### config.mk
export PLATFORM = sky130hd
export DESIGN_NAME = mem_arbiter
export DESIGN_NICKNAME = d
export VERILOG_FILES = /design/src/rtl/mem_arb_pkg.sv /design/src/rtl/mem_arb_resp.sv /design/src/rtl/mem_arbiter.sv
export SDC_FILE = /design/constraint.sdc
export NUM_CORES = 1
export LEC_CHECK = 0
export ABC_CLOCK_PERIOD_IN_PS = 6900
export CORE_AREA = 2 2 101 103
export CTS_CLUSTER_DIAMETER = 100
export DETAILED_ROUTE_END_ITERATION = 10
export DIE_AREA = 0 0 103 105
export DONT_BUFFER_PORTS = 1
export PLACE_DENSITY_LB_ADDON = 0.25
export SLEW_MARGIN = 20
export SYNTH_ARGS = -nofsm -noshare
export SYNTH_HDL_FRONTEND = slang
export SYNTH_SLANG_ARGS = --single-unit
### constraint.sdc
create_clock -name clk -period 6.9 [get_ports clk]
set_clock_uncertainty 0.1 [all_clocks]
set_input_delay 2.07 -clock clk [delete_from_list [all_inputs] [get_ports clk]]
set_output_delay 2.07 -clock clk [all_outputs]
set_load 0.05 [all_outputs]
### src/rtl/mem_arb_pkg.sv
// Shared encodings and alignment/byte-enable helpers for the memory arbiter.
package mem_arb_pkg;

  localparam logic [1:0] SZ_B = 2'd0;
  localparam logic [1:0] SZ_H = 2'd1;
  localparam logic [1:0] SZ_W = 2'd2;

  typedef enum logic {
    OWN_I = 1'b0,
    OWN_D = 1'b1
  } owner_t;

  // Size code 3 is undefined and always treated as misaligned.
  function automatic logic misalign(input logic [1:0] size, input logic [1:0] lo);
    case (size)
      SZ_B:    misalign = 1'b0;
      SZ_H:    misalign = lo[0];
      SZ_W:    misalign = (lo != 2'b00);
      default: misalign = 1'b1;
    endcase
  endfunction

  function automatic logic [3:0] byte_en(input logic [1:0] size, input logic [1:0] lo);
    case (size)
      SZ_B:    byte_en = 4'b0001 << lo;
      SZ_H:    byte_en = 4'b0011 << lo;
      default: byte_en = 4'b1111;
    endcase
  endfunction

endpackage

### src/rtl/mem_arb_resp.sv
// Response pipe: one {valid, owner, err} register, demuxed to the fetch or data port.
module mem_arb_resp
  import mem_arb_pkg::*;
(
  input  logic        clk,
  input  logic        rst,
  input  logic        gnt_valid,
  input  owner_t      gnt_owner,
  input  logic        gnt_err,
  input  logic [31:0] m_rdata,
  output logic        i_rvalid,
  output logic [31:0] i_rdata,
  output logic        i_err,
  output logic        d_rvalid,
  output logic [31:0] d_rdata,
  output logic        d_err
);

  logic   valid_q;
  owner_t owner_q;
  logic   err_q;

  always_ff @(posedge clk) begin
    if (!rst) begin
      valid_q <= 1'b0;
      owner_q <= OWN_I;
      err_q   <= 1'b0;
    end else begin
      valid_q <= gnt_valid;
      owner_q <= gnt_owner;
      err_q   <= gnt_err;
    end
  end

  logic        live;
  logic [31:0] rdata;

  // Gating with rst drops a response that falls due in a reset cycle.
  always_comb begin
    live     = rst && valid_q;
    rdata    = err_q ? 32'h0 : m_rdata;
    i_rvalid = live && (owner_q == OWN_I);
    d_rvalid = live && (owner_q == OWN_D);
    i_err    = i_rvalid && err_q;
    d_err    = d_rvalid && err_q;
    i_rdata  = i_rvalid ? rdata : 32'h0;
    d_rdata  = d_rvalid ? rdata : 32'h0;
  end

endmodule

### src/rtl/mem_arbiter.sv
// Fetch / load-store arbiter for the single-port core memory.
// Optional tohost test-completion detector enabled by MEM_ARB_TOHOST_EN.
module mem_arbiter
  import mem_arb_pkg::*;
#(
  parameter int ADDR_W       = 32,
  parameter int MEM_AW       = 16,
  parameter int MAX_D_STREAK = 4
`ifdef MEM_ARB_TOHOST_EN
  ,
  parameter logic [31:0] TOHOST_ADDR = 32'h1000
`endif
) (
  input  logic              clk,
  input  logic              rst,
  input  logic              i_req,
  input  logic [ADDR_W-1:0] i_addr,
  output logic              i_gnt,
  output logic              i_rvalid,
  output logic [31:0]       i_rdata,
  output logic              i_err,
  input  logic              d_req,
  input  logic              d_we,
  input  logic [1:0]        d_size,
  input  logic [ADDR_W-1:0] d_addr,
  input  logic [31:0]       d_wdata,
  output logic              d_gnt,
  output logic              d_rvalid,
  output logic [31:0]       d_rdata,
  output logic              d_err,
  output logic              m_en,
  output logic              m_we,
  output logic [MEM_AW-1:0] m_addr,
  output logic [3:0]        m_be,
  output logic [31:0]       m_wdata,
  input  logic [31:0]       m_rdata
`ifdef MEM_ARB_TOHOST_EN
  ,
  output logic              test_done,
  output logic              test_pass
`endif
);

  localparam int SW = $clog2(MAX_D_STREAK + 1);
  localparam logic [SW-1:0] STREAK_MAX = SW'(MAX_D_STREAK);

  // Upper address bits are ignored so the memory wraps.
  logic unused_addr;
  assign unused_addr = ^{i_addr[ADDR_W-1:MEM_AW+2], d_addr[ADDR_W-1:MEM_AW+2]};

  logic [SW-1:0] streak;
  logic          force_i;
  logic          i_mis;
  logic          d_mis;

  // Grant rule: data wins unless a fetch has waited out the streak budget.
  always_comb begin
    force_i = i_req && (streak == STREAK_MAX);
    d_gnt   = rst && d_req && !force_i;
    i_gnt   = rst && i_req && !d_gnt;
    i_mis   = (i_addr[1:0] != 2'b00);
    d_mis   = misalign(d_size, d_addr[1:0]);
  end

  always_ff @(posedge clk) begin
    if (!rst) begin
      streak <= '0;
    end else if (!i_req || i_gnt) begin
      streak <= '0;
    end else if (d_gnt && (streak != STREAK_MAX)) begin
      streak <= streak + 1'b1;
    end
  end

  always_comb begin
    m_en    = 1'b0;
    m_we    = 1'b0;
    m_addr  = '0;
    m_be    = 4'h0;
    m_wdata = 32'h0;
    if (d_gnt && !d_mis) begin
      m_en    = 1'b1;
      m_we    = d_we;
      m_addr  = d_addr[MEM_AW+1:2];
      m_be    = d_we ? byte_en(d_size, d_addr[1:0]) : 4'hF;
      m_wdata = d_wdata << {d_addr[1:0], 3'b000};
    end else if (i_gnt && !i_mis) begin
      m_en   = 1'b1;
      m_addr = i_addr[MEM_AW+1:2];
      m_be   = 4'hF;
    end
  end

  mem_arb_resp u_resp (
    .clk       (clk),
    .rst       (rst),
    .gnt_valid (i_gnt || d_gnt),
    .gnt_owner (d_gnt ? OWN_D : OWN_I),
    .gnt_err   (d_gnt ? d_mis : i_mis),
    .m_rdata   (m_rdata),
    .i_rvalid  (i_rvalid),
    .i_rdata   (i_rdata),
    .i_err     (i_err),
    .d_rvalid  (d_rvalid),
    .d_rdata   (d_rdata),
    .d_err     (d_err)
  );

`ifdef MEM_ARB_TOHOST_EN
  logic tohost_hit;
  assign tohost_hit = d_gnt && d_we && (d_size == SZ_W) && !d_mis && d_wdata[0] &&
                      (d_addr == TOHOST_ADDR[ADDR_W-1:0]);

  // First qualifying store latches the verdict; later ones are ignored.
  always_ff @(posedge clk) begin
    if (!rst) begin
      test_done <= 1'b0;
      test_pass <= 1'b0;
    end else if (tohost_hit && !test_done) begin
      test_done <= 1'b1;
      test_pass <= (d_wdata == 32'd1);
    end
  end
`endif

endmodule

==> impl_metrics.env, run 1 <==
export IMPL_status="complete, no violations"
export IMPL_wl_per_cell_um=15.4
export IMPL_sw_frac_of_total=0.535
export IMPL_grt_pass1_vias=1908
export IMPL_grt_usage=0.113
export IMPL_period_share=0.836
export IMPL_ctsLongestPathBuffers=2
export IMPL_r2r_setup_slack_ps=4730
export IMPL_grt_overflow=0
export IMPL_h_tree_depth=1
export IMPL_grt_pass1_wl_um=9850
export IMPL_powerDensity_mw_per_mm2=105
export IMPL_period_minus_slack_ps=5770
export IMPL_postCtsSetupRepairBufs=0
export IMPL_syn_inst=282
export IMPL_synthFlopType="dfxtp_1"
export IMPL_p_leak_uw=0.000970
export IMPL_ys_top_cells_by_count="nor2_1 (78), nand2_1 (46), a211oi_1 (20), mux2i_1 (17), a32o_1 (16)"
export IMPL_whs_path_depth=1
export IMPL_fin_util=0.228
export IMPL_gp_congestion=0.750
export IMPL_netlist_area_mm2=0.00165
export IMPL_ys_top_cells_by_area="nor2_1 (18%), nand2_1 (10%), mux2i_1 (10%)"
export IMPL_instances_no_fill=448
export IMPL_tns_ps=0
export IMPL_reg2reg_from="streak[0]$_SDFFE_PP0P_"
export IMPL_drive_above_1_share=0.267
export IMPL_worstPathCellList="and2_0 > nand2_1 > inv_2 > o22ai_1 > buf_4"
export IMPL_slew_violations=0
export IMPL_ir_drop_mv=0.0308
export IMPL_yosysTopAreaCellShare=0.177
export IMPL_r2r_end="u_resp.err_q$_SDFF_PN0_"
export IMPL_clk_latency_ps=220
export IMPL_drt_iter0_markers=102
export IMPL_dp_cells=445
export IMPL_yosysUniqueCellTypes=38
export IMPL_critPathLaunchType="input pin"
export IMPL_grt_max_degree=43
export IMPL_drtPass1Iterations=4
export IMPL_min_path_type="reg -> reg"
export IMPL_holdPathEnd="streak[0]$_SDFFE_PP0P_"
export IMPL_max_stage_delay_ps=480
export IMPL_synth_fa_ha_area_frac=0.0220
export IMPL_drtAntennaViolNets=0
export IMPL_num_vias=2131
export IMPL_synthMuxAreaShare=0.103
export IMPL_synth_top_family_by_area="simple AND/OR/NAND/NOR gates"
export IMPL_fin_nets=454
export IMPL_worst_slack_ps=1130
export IMPL_hold_viol=0
export IMPL_yosys_area_top_type="nor2_1"
export IMPL_ys_seq_elements=6
export IMPL_async_flop_share=0
export IMPL_path_class="in -> out"
export IMPL_p_switching_uw=123
export IMPL_syn_nets=419
export IMPL_synth_xor_area_frac=0
export IMPL_die_x_um=103
export IMPL_max_slew_margin_rel=0.372
export IMPL_power_internal_uw=107
export IMPL_cts_tree="done"
export IMPL_synth_compound_gate_area_share=0.272
export IMPL_p_seq_frac=0.161
export IMPL_cts_resized=0
export IMPL_path_buf_inv=2
export IMPL_cts_sinks=6
export IMPL_clk_pin_slew_ps=30
export IMPL_yosys_area_share_simple=0.428
export IMPL_drc=0
export IMPL_syn_to_final_growth_pct=32.9
export IMPL_avgSynthCellArea_um2=5.86
export IMPL_rsz0062_at_grt="false"
export IMPL_clock_tree_root_cell="clkbuf_8"
export IMPL_core_area_mm2=0.00964
export IMPL_finalSetupViolCount=0
export IMPL_antenna_found_initial=0
export IMPL_io_buffers=0
export IMPL_synth_edff_count=0
export IMPL_worstRegToRegCells=6
export IMPL_antenna_cells=0
export IMPL_num_rows=36
export IMPL_worstSetupEndpointType="output pin"
export IMPL_cap_violations=0
export IMPL_initial_core_util=0.171
export IMPL_fmax_ghz=0.173
export IMPL_pwr_share_clk=0.225
export IMPL_arrival_ps=3600
export IMPL_hold_start="streak[0]$_SDFFE_PP0P_"
export IMPL_post_dp_hpwl_um=5620
export IMPL_cts_made_buffers=3
export IMPL_die_y_um=105
export IMPL_yosysSeqAreaShare=0.0727
export IMPL_ys_warnings_count=0
export IMPL_wl_um=6880
export IMPL_worst_hold_slack_ps=353
export IMPL_combPwrFrac=0.614
export IMPL_io_pins=259
export IMPL_slowest_stage="nand2_1"
export IMPL_place_ws_ps=1050
export IMPL_crit_required_ps=4730
export IMPL_hold_buffers=0
export IMPL_nFillCells=1067
export IMPL_viasPerCell=4.76
export IMPL_die_area_mm2=0.0108
export IMPL_crit_family="simple AND/OR/NAND/NOR gates"
export IMPL_crit_fanout=18
export IMPL_synth_most_common_cell="nor2_1"
export IMPL_critPathLaunch="rst"
export IMPL_worst_pin_slew_ps=937
-- cells in the final DEF (no fill, tap or decap), drive strengths merged, types with 2 or more instances in the layout --
master / instances
nand3: 2
nor3: 2
a211oi: 20
nor2b: 9
ha: 2
dfxtp: 6
nand2: 46
a21oi: 11
buf: 58
inv: 7
clkbuf: 3
nor2: 78
and2: 10
a32o: 16
o22ai: 4
or2: 10
mux2i: 17
-- power groups by stage --
stage | Clock, uW | Combinational [uW] | Sequential (uW)
2_1_floorplan | 0 | 128 | 37.4
3_3_place_gp | 0 | 141 | 37.5
3_5_place_dp | 0 | 142 | 37.6
4_1_cts | 53.2 | 143 | 37.1
5_1_grt | 54.8 | 153 | 37.2
6_report | 52.0 | 142 | 37.0
-- worst reg2reg max path: stages (launching register included) --
cell     delay, ps
dfxtp_1        320
inv_1           60
ha_1           220
nand3_1        160
nand2_1        490
inv_2          350
o311a_1        370
-- cells by family (layout without fill, tap and decap cells) --
group | Yosys count | count (layout)
simple gates | 162 | 162
fa+ha+maj | 3 | 3
flops | 6 | 6
compound gates | 58 | 58
buf+inv | 36 | 69
mux | 17 | 17
-- how the worst max path moves through the flow --
stage	end	slack (ps)	depth (start not counted)
2_1_floorplan	m_wdata[24]	760	5
3_3_place_gp	m_be[0]	1100	5
3_5_place_dp	m_be[0]	1050	5
4_1_cts	m_be[0]	1060	5
5_1_grt	m_be[1]	970	5
6_report	m_be[0]	1130	5
-- layout make-up --
cell class	count	area (um2)	share of cell area
tap	133	166	0.0758
sequential	6	120	0.0547
timing repair buffer	58	435	0.198
clock buffer	3	41.3	0.0188
inverter	8	30.0	0.0137
multi-input combinational	240	1400	0.639
-- flip-flops by register name (all words and copies together) (netlist names) --
name            flops
u_resp.owner_q      1
u_resp.err_q        1
u_resp.valid_q      1
streak              3
-- metal layers --
layer / global-route usage / vias up / share of wire
li1: - / 1034 / -
met1: 0.117 / 946 / 0.37
met2: 0.222 / 141 / 0.52
met3: 0.0181 / 10 / 0.086
met4: 0.0367 / 0 / 0.018
met5: 0 / - / 0
-- metrics by stage --
step / total power (uW) / cell area, um2
after detailed placement: 180 / 2150
final: 231 / 2200
after CTS: 233 / 2200
after global placement: 179 / 2150
after global routing: 245 / 2200
after floorplan: 165 / 1650
Note: power is estimated with default switching activity, not from simulation.
==> inputs of run 2 (changes only) <==
ABC_CLOCK_PERIOD_IN_PS = 4600   (was 6900)
clock period = 4.6 ns   (was 6.9 ns; I/O delays follow)
==> run 2 against run 1 <==
  * Largest cell class unchanged
  * Global-route usage up 0.12 points
  * Sequential power up 50%
  * Total power up 60%
  * Flip-flop and latch count unchanged
  * Routed wire length up 5.0%
==> impl_metrics.env, run 2 (same netlist as run 1, synthesis figures left out) <==
export IMPL_top_register="streak"
export IMPL_wl_per_cell_um=14.2
export IMPL_period_minus_slack_ps=4140
export IMPL_slew_violations=0
export IMPL_whs_path_depth=1
export IMPL_io_pins=259
export IMPL_die_x_um=103
export IMPL_worstRegToRegCells=6
export IMPL_worstSetupEndpointType="output pin"
export IMPL_num_vias=2291
export IMPL_max_slew_margin_rel=0.404
export IMPL_die_area_mm2=0.0108
export IMPL_critPathLaunchType="input pin"
export IMPL_r2r_end="u_resp.err_q$_SDFF_PN0_"
export IMPL_cts_sinks=6
export IMPL_antenna_cells=0
export IMPL_clk_latency_ps=220
export IMPL_worst_pin_slew_ps=888
export IMPL_arrival_ps=2660
export IMPL_holdPathEnd="streak[0]$_SDFFE_PP0P_"
export IMPL_post_dp_hpwl_um=5880
export IMPL_status="complete, no violations"
export IMPL_viasPerCell=4.49
export IMPL_gp_congestion=0.767
export IMPL_min_path_type="reg -> reg"
export IMPL_crit_required_ps=3120
export IMPL_ir_drop_mv=0.0522
export IMPL_finalSetupViolCount=0
export IMPL_h_tree_depth=1
export IMPL_postCtsSetupRepairBufs=0
export IMPL_drtPass1Iterations=4
export IMPL_fmax_ghz=0.241
export IMPL_clock_tree_root_cell="clkbuf_8"
export IMPL_largest_register_ffs=3
export IMPL_r2r_setup_slack_ps=2800
export IMPL_grt_usage=0.114
export IMPL_fin_util=0.276
export IMPL_num_rows=36
export IMPL_drive_above_1_share=0.387
export IMPL_hold_buffers=0
export IMPL_powerDensity_mw_per_mm2=139
export IMPL_rsz0062_at_grt="false"
export IMPL_fin_nets=516
export IMPL_hold_viol=0
export IMPL_wl_um=7230
export IMPL_crit_fanout=9
export IMPL_final_common_cell="buf_4"
export IMPL_drc=0
export IMPL_drtAntennaViolNets=0
export IMPL_path_class="in -> out"
export IMPL_cap_violations=0
export IMPL_hold_start="streak[0]$_SDFFE_PP0P_"
export IMPL_reg2reg_from="streak[0]$_SDFFE_PP0P_"
export IMPL_final_cell_mix="buf_4 (120), nor2_1 (78), nand2_1 (46)"
export IMPL_clk_pin_slew_ps=30
export IMPL_grt_pass1_vias=1973
export IMPL_place_ws_ps=441
export IMPL_grt_max_degree=43
export IMPL_period_share=0.900
export IMPL_die_y_um=105
export IMPL_cts_tree="done"
export IMPL_syn_to_final_growth_pct=61.0
export IMPL_worst_slack_ps=459
export IMPL_ctsLongestPathBuffers=2
export IMPL_antenna_found_initial=0
export IMPL_initial_core_util=0.171
export IMPL_io_buffers=0
export IMPL_p_leak_uw=0.00130
export IMPL_place_area_mm2=0.00262
export IMPL_cts_resized=0
export IMPL_core_area_mm2=0.00964
export IMPL_power_uw=369
export IMPL_drt_iter0_markers=96
export IMPL_grt_pass1_wl_um=9970
export IMPL_postLayoutCellArea_mm2=0.00266
export IMPL_grt_overflow=0
export IMPL_cts_made_buffers=3
-- run 2: changes by cell type in the layout (fill, tap and decap cells not counted) --
| cell | before | now |
|---|---|---|
| buf_4 | 58 | 120 |
-- run 2: how the worst max path moves through the flow --
stage,start,to,depth (start not counted)
after CTS,d_size[0],m_wdata[15],4
after detailed placement,d_size[0],m_wdata[15],4
after floorplan,rst,m_wdata[24],5
after global placement,d_size[0],m_wdata[15],4
after global routing,d_size[0],m_wdata[10],4
final,d_size[0],m_wdata[15],4
-- run 2: critical path: stages --
cell and delay, ps:
maj3_2 300, or4_1 590, nor2_1 170, buf_4 220
-- run 2: final cells by class --
class / instances / area (um2)
Clock buffer: 3 / 41.3
Multi-Input combinational cell: 240 / 1400
Timing Repair Buffer: 120 / 901
Inverter: 8 / 30.0
Tap cell: 133 / 166
Sequential cell: 6 / 120
Fill cell: 1081 / 6980
-- run 2: metal layers --
metal | share of wire | GRT usage | vias to the layer above
met5 | 0 | 0 | -
met4 | 0.0062 | 0.0216 | 0
met3 | 0.089 | 0.0167 | 4
met2 | 0.52 | 0.219 | 128
met1 | 0.39 | 0.130 | 1007
li1 | - | - | 1152
-- run 2: metrics by stage --
step / cells / TNS [ps] / hold WS [ps]
global placement: 507 / 0 / 344
global route: 510 / 0 / 374
finish: 510 / 0 / 355
floorplan: 282 / -1230 / 322
CTS: 510 / 0 / 365
detailed placement: 507 / 0 / 364
-- run 2: report_power, final --
part | switching (uW) | internal, uW | leakage (uW)
registers | 0.997 | 54.6 | 0.0000495
clock network | 20.3 | 56.0 | 0.0000216
logic | 166 | 71.6 | 0.00123
